File: config.mk
export PLATFORM = sky130hd
export DESIGN_NAME = display_word_assembler
export DESIGN_NICKNAME = d
export VERILOG_FILES = /design/src/rtl/display_word_assembler.sv
export SDC_FILE = /design/constraint.sdc
export NUM_CORES = 1
export LEC_CHECK = 0
export BUFFER_PORTS_ARGS = -buffer_cell sky130_fd_sc_hd__clkbuf_2
export CAP_MARGIN = 20
export CORE_MARGIN = 2
export CORE_UTILIZATION = 60
export CTS_BUF_LIST = sky130_fd_sc_hd__clkbuf_4 sky130_fd_sc_hd__clkbuf_8
export CTS_CLUSTER_SIZE = 10
export DETAILED_ROUTE_END_ITERATION = 8
export GPL_TIMING_DRIVEN = 0
export PLACE_DENSITY = 0.86
export SLEW_MARGIN = 0
export SYNTH_ARGS = -nofsm -noshare
export SYNTH_HDL_FRONTEND = slang
export SYNTH_SLANG_ARGS = --single-unit
File: constraint.sdc
create_clock -name clk -period 3.3 [get_ports clk]
set_input_delay 0.66 -clock clk [delete_from_list [all_inputs] [get_ports clk]]
set_output_delay 0.66 -clock clk [all_outputs]
set_load 0.005 [all_outputs]
File: src/rtl/display_word_assembler.sv
// Assembles two UART bytes (high then low) into a 16-bit display word,
// flagging bad bytes and inter-byte timeouts with a sticky flag and a counter.
module display_word_assembler #(
    parameter int          TIMEOUT_CYCLES = 50000,
    parameter logic [15:0] RESET_WORD     = 16'h0000,
    parameter logic [15:0] ERROR_WORD     = 16'hEEEE
) (
    input  logic        clk,
    input  logic        reset,
    input  logic [7:0]  rx_data,
    input  logic        rx_valid,
    input  logic        rx_perror,
    input  logic        rx_ferror,
    output logic [15:0] data,
    output logic        data_update,
    output logic        error,
    output logic [7:0]  err_count
);

    typedef enum logic {
        WAIT_HI = 1'b0,
        WAIT_LO = 1'b1
    } state_t;

    localparam logic [15:0] TMO_LAST = 16'(TIMEOUT_CYCLES - 1);

    state_t      state;
    state_t      state_nxt;
    logic [7:0]  hi_reg;
    logic [15:0] tmo_cnt;

    logic good_byte;
    logic bad_byte;
    logic tmo_hit;
    logic hi_take;
    logic word_done;
    logic err_evt;

    // Error bits only mean anything alongside the strobe.
    assign good_byte = rx_valid & ~rx_perror & ~rx_ferror;
    assign bad_byte  = rx_valid & (rx_perror | rx_ferror);

    // A strobe on the last counted cycle takes priority over the timeout.
    assign tmo_hit   = (state == WAIT_LO) && !rx_valid && (tmo_cnt == TMO_LAST);
    assign hi_take   = (state == WAIT_HI) && good_byte;
    assign word_done = (state == WAIT_LO) && good_byte;
    assign err_evt   = bad_byte | tmo_hit;

    always_ff @(posedge clk or posedge reset) begin
        if (reset) state <= WAIT_HI;
        else       state <= state_nxt;
    end

    always_comb begin
        state_nxt = state;
        case (state)
            WAIT_HI: if (good_byte)           state_nxt = WAIT_LO;
            WAIT_LO: if (rx_valid || tmo_hit) state_nxt = WAIT_HI;
            default:                          state_nxt = WAIT_HI;
        endcase
    end

    // Counter sits at zero outside WAIT_LO, so entering WAIT_LO starts from 0.
    always_ff @(posedge clk or posedge reset) begin
        if (reset)                                        tmo_cnt <= '0;
        else if (state == WAIT_LO && !rx_valid && !tmo_hit) tmo_cnt <= tmo_cnt + 16'd1;
        else                                              tmo_cnt <= '0;
    end

    always_ff @(posedge clk or posedge reset) begin
        if (reset)        hi_reg <= 8'h00;
        else if (hi_take) hi_reg <= rx_data;
        else if (err_evt) hi_reg <= 8'h00;
    end

    // data only moves on a completed word or a bad byte; a timeout leaves it alone.
    always_ff @(posedge clk or posedge reset) begin
        if (reset) begin
            data        <= RESET_WORD;
            data_update <= 1'b0;
        end else begin
            data_update <= bad_byte | word_done;
            if (bad_byte)       data <= ERROR_WORD;
            else if (word_done) data <= {hi_reg, rx_data};
        end
    end

    always_ff @(posedge clk or posedge reset) begin
        if (reset) begin
            error     <= 1'b0;
            err_count <= 8'h00;
        end else if (err_evt) begin
            error <= 1'b1;
            if (err_count != 8'hFF) err_count <= err_count + 8'd1;
        end
    end

endmodule

==> impl_metrics.json, run 1 <==
{
  "outcome": "completed",
  "numClockSinks": 51,
  "first_global_vias": 1805,
  "max_freq_ghz": 0.510,
  "hold_viol": 0,
  "first_pass_iters": 4,
  "yosys-top-cells-area": "dfrtp_1, nand2_1, nand3_1",
  "maxSlewHeadroom_pct": 60.8,
  "multi_input_area_sq_um": 963,
  "wire_per_inst_microns": 13.7,
  "setup_violations": 0,
  "critPathLaunchType": "flop",
  "grt_usage_pct": 24.4,
  "fin_util_pct": 72.9,
  "ir_worst_vdd_mv": 0.372,
  "postRouteAntennaNets": 0,
  "syn_to_final_growth_pct": 16.4,
  "dp.cells": 318,
  "grt.busiest_layer": "met2",
  "required_ns": 3.48,
  "dpl.hpwl_microns": 3180,
  "initial_utilization_pct": 62.6,
  "vias": 1783,
  "drv_cap": 0,
  "ios": 39,
  "met3_usage_pct": 3.58,
  "grtUsageMet1_pct": 31.4,
  "synth_nets": 246,
  "htree_levels": 2,
  "die-area_sq_um": 4330,
  "cts_tree": "yes",
  "via_per_inst": 5.49,
  "fin_crit_sh_pct": 59.5,
  "drtIter0Drc": 87,
  "drive_gt1_share_pct": 22.7,
  "cp_data_arrival_time_ns": 2.14,
  "instances_no_fill": 325,
  "synth_edf_count": 0,
  "nFillCells": 270,
  "cts_root_buffer": "clkbuf_8",
  "grtUsageMet2_pct": 41.3,
  "antenna_found_initial": 0,
  "wirelength_microns": 4450,
  "postCtsSetupRepairBufs": 0,
  "path_clk_slew_ns": 0.09,
  "die_h_microns": 65.8,
  "clock_latency_ns": 0.30,
  "reg_top3": "data x16, tmo_cnt x16",
  "grt-ovfl-total": 0,
  "powerDensity_nw_per_um2": 511,
  "end_kind": "flop",
  "die_w_microns": 65.8,
  "netlist_area_sq_um": 2290,
  "design.core.area_sq_um": 3660,
  "cellLeakagePower_nw": 1.24,
  "period_needed_ns": 1.96,
  "synth_seq_cells": 51,
  "numPortBuffers": 38,
  "synth_top_cell_area_share_pct": 55.7,
  "gp_congestion": 0.804,
  "finalNetCount": 292,
  "synth_warnings": 0,
  "worst-path-max-fanout": 6,
  "worst-setup-path-type": "reg2reg",
  "synth_cell_types": 37,
  "synth_seq_area_share_pct": 55.7,
  "register_area_sq_um": 1280,
  "cts_buffers": 5,
  "n_antenna_cell": 0,
  "synth.largest_area_cell": "dfrtp_1",
  "synthCells": 231,
  "setup_tns_ns": 0,
  "rows": 22,
  "ys_dominant_reg_cell": "dfrtp_1",
  "clock_path_buffers": 2,
  "rsz0062_at_grt": "no",
  "worst_pin_slew_ns": 0.586,
  "avgSynthCellArea_sq_um": 9.92,
  "clock_skew_ns": 0.00577,
  "yosysMostFrequentCell": "nand2_1",
  "cts_resized": 0,
  "cts_hold_buf": 0,
  "slew_viol_final": 0,
  "hold_class": "in2async",
  "drc": 0,
  "finalPower_mw": 1.36,
  "grt_max_degree": 45,
  "synth_common_cells": "nand2_1, dfrtp_1, nand3_1, nor2_1, o21ai_0",
  "grt_pass1_wl_microns": 7950,
  "async_flop_share_pct": 100
}
## power breakdown
part           internal [mW]  total [mW]  switching, mW
logic                 0.0991       0.204          0.105
registers              0.680       0.734         0.0545
clock network          0.231       0.425          0.195
total                   1.01        1.36          0.354
## final cells by class
class / instances / share of cell area, %
tap: 48 / 2.25
clock inverter: 1 / 1.13
multi-input combinational: 168 / 36.1
timing repair buffer: 39 / 7.88
clock buffer: 6 / 2.86
buffer: 7 / 1.22
sequential: 51 / 47.8
inverter: 5 / 0.704
## cells by family after synthesis
family,Yosys count,share of synthesized area (%)
AND/OR/NAND/NOR,124,27.5
flip-flops,51,55.7
AO/OA/AOI/OAI,25,6.23
XOR/XNOR,13,4.97
buffers and inverters,12,2.24
multiplexers,4,2.29
adder cells (fa/ha/maj),2,1.09
## worst max-delay path, cell delays in order (launching register included)
cell and delay [ns]:
dfrtp_1 0.42, ha_1 0.24, and3_1 0.28, nand4_4 0.14, o21ai_4 0.23, and2_4 0.21
mux2_1 0.33
## placed cells by master, fill, tap and decap left out, types with 3 or more instances in the layout
cell type / Yosys / layout
a21oi_1: 5 / 5
and3_1: 6 / 6
clkbuf_1: 3 / 3
clkbuf_2: 0 / 38
clkbuf_8: 0 / 5
dfrtp_1: 51 / 51
inv_1: 5 / 4
nand2_1: 57 / 57
nand2b_1: 3 / 3
nand3_1: 20 / 20
nor2_1: 16 / 16
nor3_1: 3 / 3
o21ai_0: 15 / 15
or3_1: 3 / 3
xnor2_1: 8 / 8
xor2_1: 5 / 5
## per-stage QoR
step                      cell area [sq um]  setup slack, ns  hold slack, ns
after global placement                 2540            0.824           0.447
after global routing                   2670             1.21           0.256
after detailed placement               2560             1.29           0.463
after CTS                              2670             1.33           0.241
after floorplan                        2290             1.41           0.439
final                                  2670             1.34           0.237
## layer usage
metal	wire length, microns	vias to the layer above
li1	-	866
met1	1930	870
met2	2280	40
met3	181	7
met4	60	0
met5	0	-
## final timing paths
| kind | start | end | slack, ns | cells after the start |
|---|---|---|---|---|
| setup / recovery | tmo_cnt[0]$_DFF_PP0_ | err_count[1]$_DFFE_PP0P_ | 1.34 | 6 |
| hold / removal | reset | error$_DFFE_PP0P_ | 0.24 | 2 |
| setup reg to reg | tmo_cnt[0]$_DFF_PP0_ | err_count[1]$_DFFE_PP0P_ | 1.34 | 6 |
| hold reg to reg | hi_reg[2]$_DFFE_PP0P_ | data[10]$_DFFE_PP0P_ | 0.48 | 2 |
| max in group asynchronous | reset | err_count[2]$_DFFE_PP0P_ | 2.59 | 3 |
| min in group clk | hi_reg[2]$_DFFE_PP0P_ | data[10]$_DFFE_PP0P_ | 0.48 | 2 |
No activity file was read; power rests on OpenSTA's default activity.
==> run 2, diff against run 1 <==
--- a/config.mk
+++ b/config.mk
@@ -8,12 +8,12 @@
 export BUFFER_PORTS_ARGS = -buffer_cell sky130_fd_sc_hd__clkbuf_2
 export CAP_MARGIN = 20
 export CORE_MARGIN = 2
-export CORE_UTILIZATION = 60
+export CORE_UTILIZATION = 52
 export CTS_BUF_LIST = sky130_fd_sc_hd__clkbuf_4 sky130_fd_sc_hd__clkbuf_8
 export CTS_CLUSTER_SIZE = 10
 export DETAILED_ROUTE_END_ITERATION = 8
 export GPL_TIMING_DRIVEN = 0
-export PLACE_DENSITY = 0.86
+export PLACE_DENSITY = 0.8
 export SLEW_MARGIN = 0
 export SYNTH_ARGS = -nofsm -noshare
 export SYNTH_HDL_FRONTEND = slang
==> constraint.sdc (replaced) <==
create_clock -name clk -period 1.6 [get_ports clk]
set_input_delay 0.32 -clock clk [delete_from_list [all_inputs] [get_ports clk]]
set_output_delay 0.32 -clock clk [all_outputs]
set_load 0.005 [all_outputs]
==> impl_metrics.json, run 2 (synthesized netlist as in run 1, its figures left out) <==
{
  "ios": 39,
  "rows": 24,
  "gp_congestion": 0.799,
  "outcome": "finished, violations left",
  "hold_viol": 2,
  "finalNetCount": 299,
  "failed_checks": "hold timing, setup timing",
  "critPathLaunchType": "flop",
  "placed_area_sq_um": 2570,
  "final_common_cell": "nand2_1",
  "cellLeakagePower_nw": 1.28,
  "cts_tree": "yes",
  "grt-ovfl-total": 0,
  "numClockSinks": 51,
  "clock_skew_ns": 0.00637,
  "period_needed_ns": 1.76,
  "mostFrequentLayoutCells": "nand2_1, dfrtp_1, clkbuf_2",
  "grt_usage_pct": 20.4,
  "reg_top3": "data x16, tmo_cnt x16",
  "first_pass_iters": 4,
  "cp_data_arrival_time_ns": 1.95,
  "die_h_microns": 70.4,
  "fin_util_pct": 63.9,
  "wirelength_microns": 4660,
  "fin_ws_ns": -0.156,
  "cts_hold_buf": 0,
  "powerDensity_nw_per_um2": 992,
  "reg2reg_depth": 5,
  "worst-path-max-fanout": 5,
  "hold_class": "in2async",
  "setup_violations": 21,
  "fin_crit_sh_pct": 110,
  "end_kind": "flop",
  "grt_pass1_wl_microns": 8070,
  "max_freq_ghz": 0.569,
  "design.core.area_sq_um": 4290,
  "setup_tns_ns": -1.27,
  "slew_viol_final": 0,
  "antenna_found_initial": 0,
  "grt_max_degree": 32,
  "worst-setup-path-type": "reg2reg",
  "numPortBuffers": 38,
  "via_per_inst": 5.33,
  "die_w_microns": 70.4,
  "drtIter0Drc": 91,
  "first_global_vias": 1776,
  "path_clk_slew_ns": 0.10,
  "initial_utilization_pct": 53.4,
  "cts_buffers": 5,
  "required_ns": 1.79,
  "ir_worst_vdd_mv": 0.776,
  "n_antenna_cell": 0,
  "syn_to_final_growth_pct": 19.8,
  "worst_pin_slew_ns": 0.583,
  "drive_gt1_share_pct": 27.0,
  "die-area_sq_um": 4950,
  "whs_ns": -0.000836,
  "design_area_sq_um": 2750,
  "clock_path_buffers": 2,
  "rsz0062_at_grt": "yes",
  "dpl.hpwl_microns": 3230,
  "drv_cap": 0,
  "clock_latency_ns": 0.30,
  "vias": 1797,
  "cts_root_buffer": "clkbuf_8",
  "wire_per_inst_microns": 13.8,
  "finalPower_mw": 2.72,
  "htree_levels": 2,
  "drc": 0,
  "postRouteAntennaNets": 0,
  "maxSlewHeadroom_pct": 61.0
}
run 2: power by group:
group          switching (mW)  leakage (nW)  internal (mW)
sequential              0.120         0.627           1.40
combinational           0.223         0.605          0.232
clock                   0.434        0.0483          0.309
run 2: layout make-up:
class                   instances  area (sq um)
plain buffers                   7          37.5
clock buffers                   5          68.8
clock inverters                 3          18.8
fillers                       344          1550
inverters                       5          18.8
multi-input cells             168           992
flip-flops and latches         51          1280
well taps                      52          65.1
repair buffers                 46           267
run 2: final timing paths:
path / from / slack (ns) / end
max in group asynchronous: reset / 1.09 / tmo_cnt[2]$_DFF_PP0_
min reg2reg: hi_reg[0]$_DFFE_PP0P_ / 0.48 / data[8]$_DFFE_PP0P_
min in group clk: rx_data[0] / 0.22 / data[0]$_DFFE_PP0P_
min: reset / -0.0008 / data[10]$_DFFE_PP0P_
max reg2reg: tmo_cnt[10]$_DFF_PP0_ / -0.16 / err_count[1]$_DFFE_PP0P_
max: tmo_cnt[10]$_DFF_PP0_ / -0.16 / err_count[1]$_DFFE_PP0P_
run 2: through the flow:
| step | cells | setup WS, ns |
|---|---|---|
| after floorplan | 231 | -0.0965 |
| after global placement | 321 | -0.539 |
| after detailed placement | 322 | -0.278 |
| after CTS | 336 | -0.190 |
| after global routing | 337 | -0.235 |
| final | 337 | -0.156 |
run 2: critical path, stage by stage, from the launching register on:
cell     delay (ns)
dfrtp_1        0.44
nor4b_4        0.33
nand4_4        0.15
o21ai_4        0.23
and2_4         0.20
mux2_4         0.29
run 2: timing repair:
item / 4_1_cts / 5_1_grt
endpoints found under the hold margin: 0 / 0
setup endpoints to repair: 27 / 28
pin swaps: 4 / 3
buffers inserted: 6 / 1
gates resized for setup: 1 / 7
run 2: metal layers:
metal / GRT usage [%] / vias up / routed length [microns]
met5: 0 / - / 0
met4: 5.13 / 0 / 63
met3: 4.91 / 6 / 207
met2: 33.9 / 40 / 2340
met1: 27.0 / 870 / 2050
li1: - / 881 / -
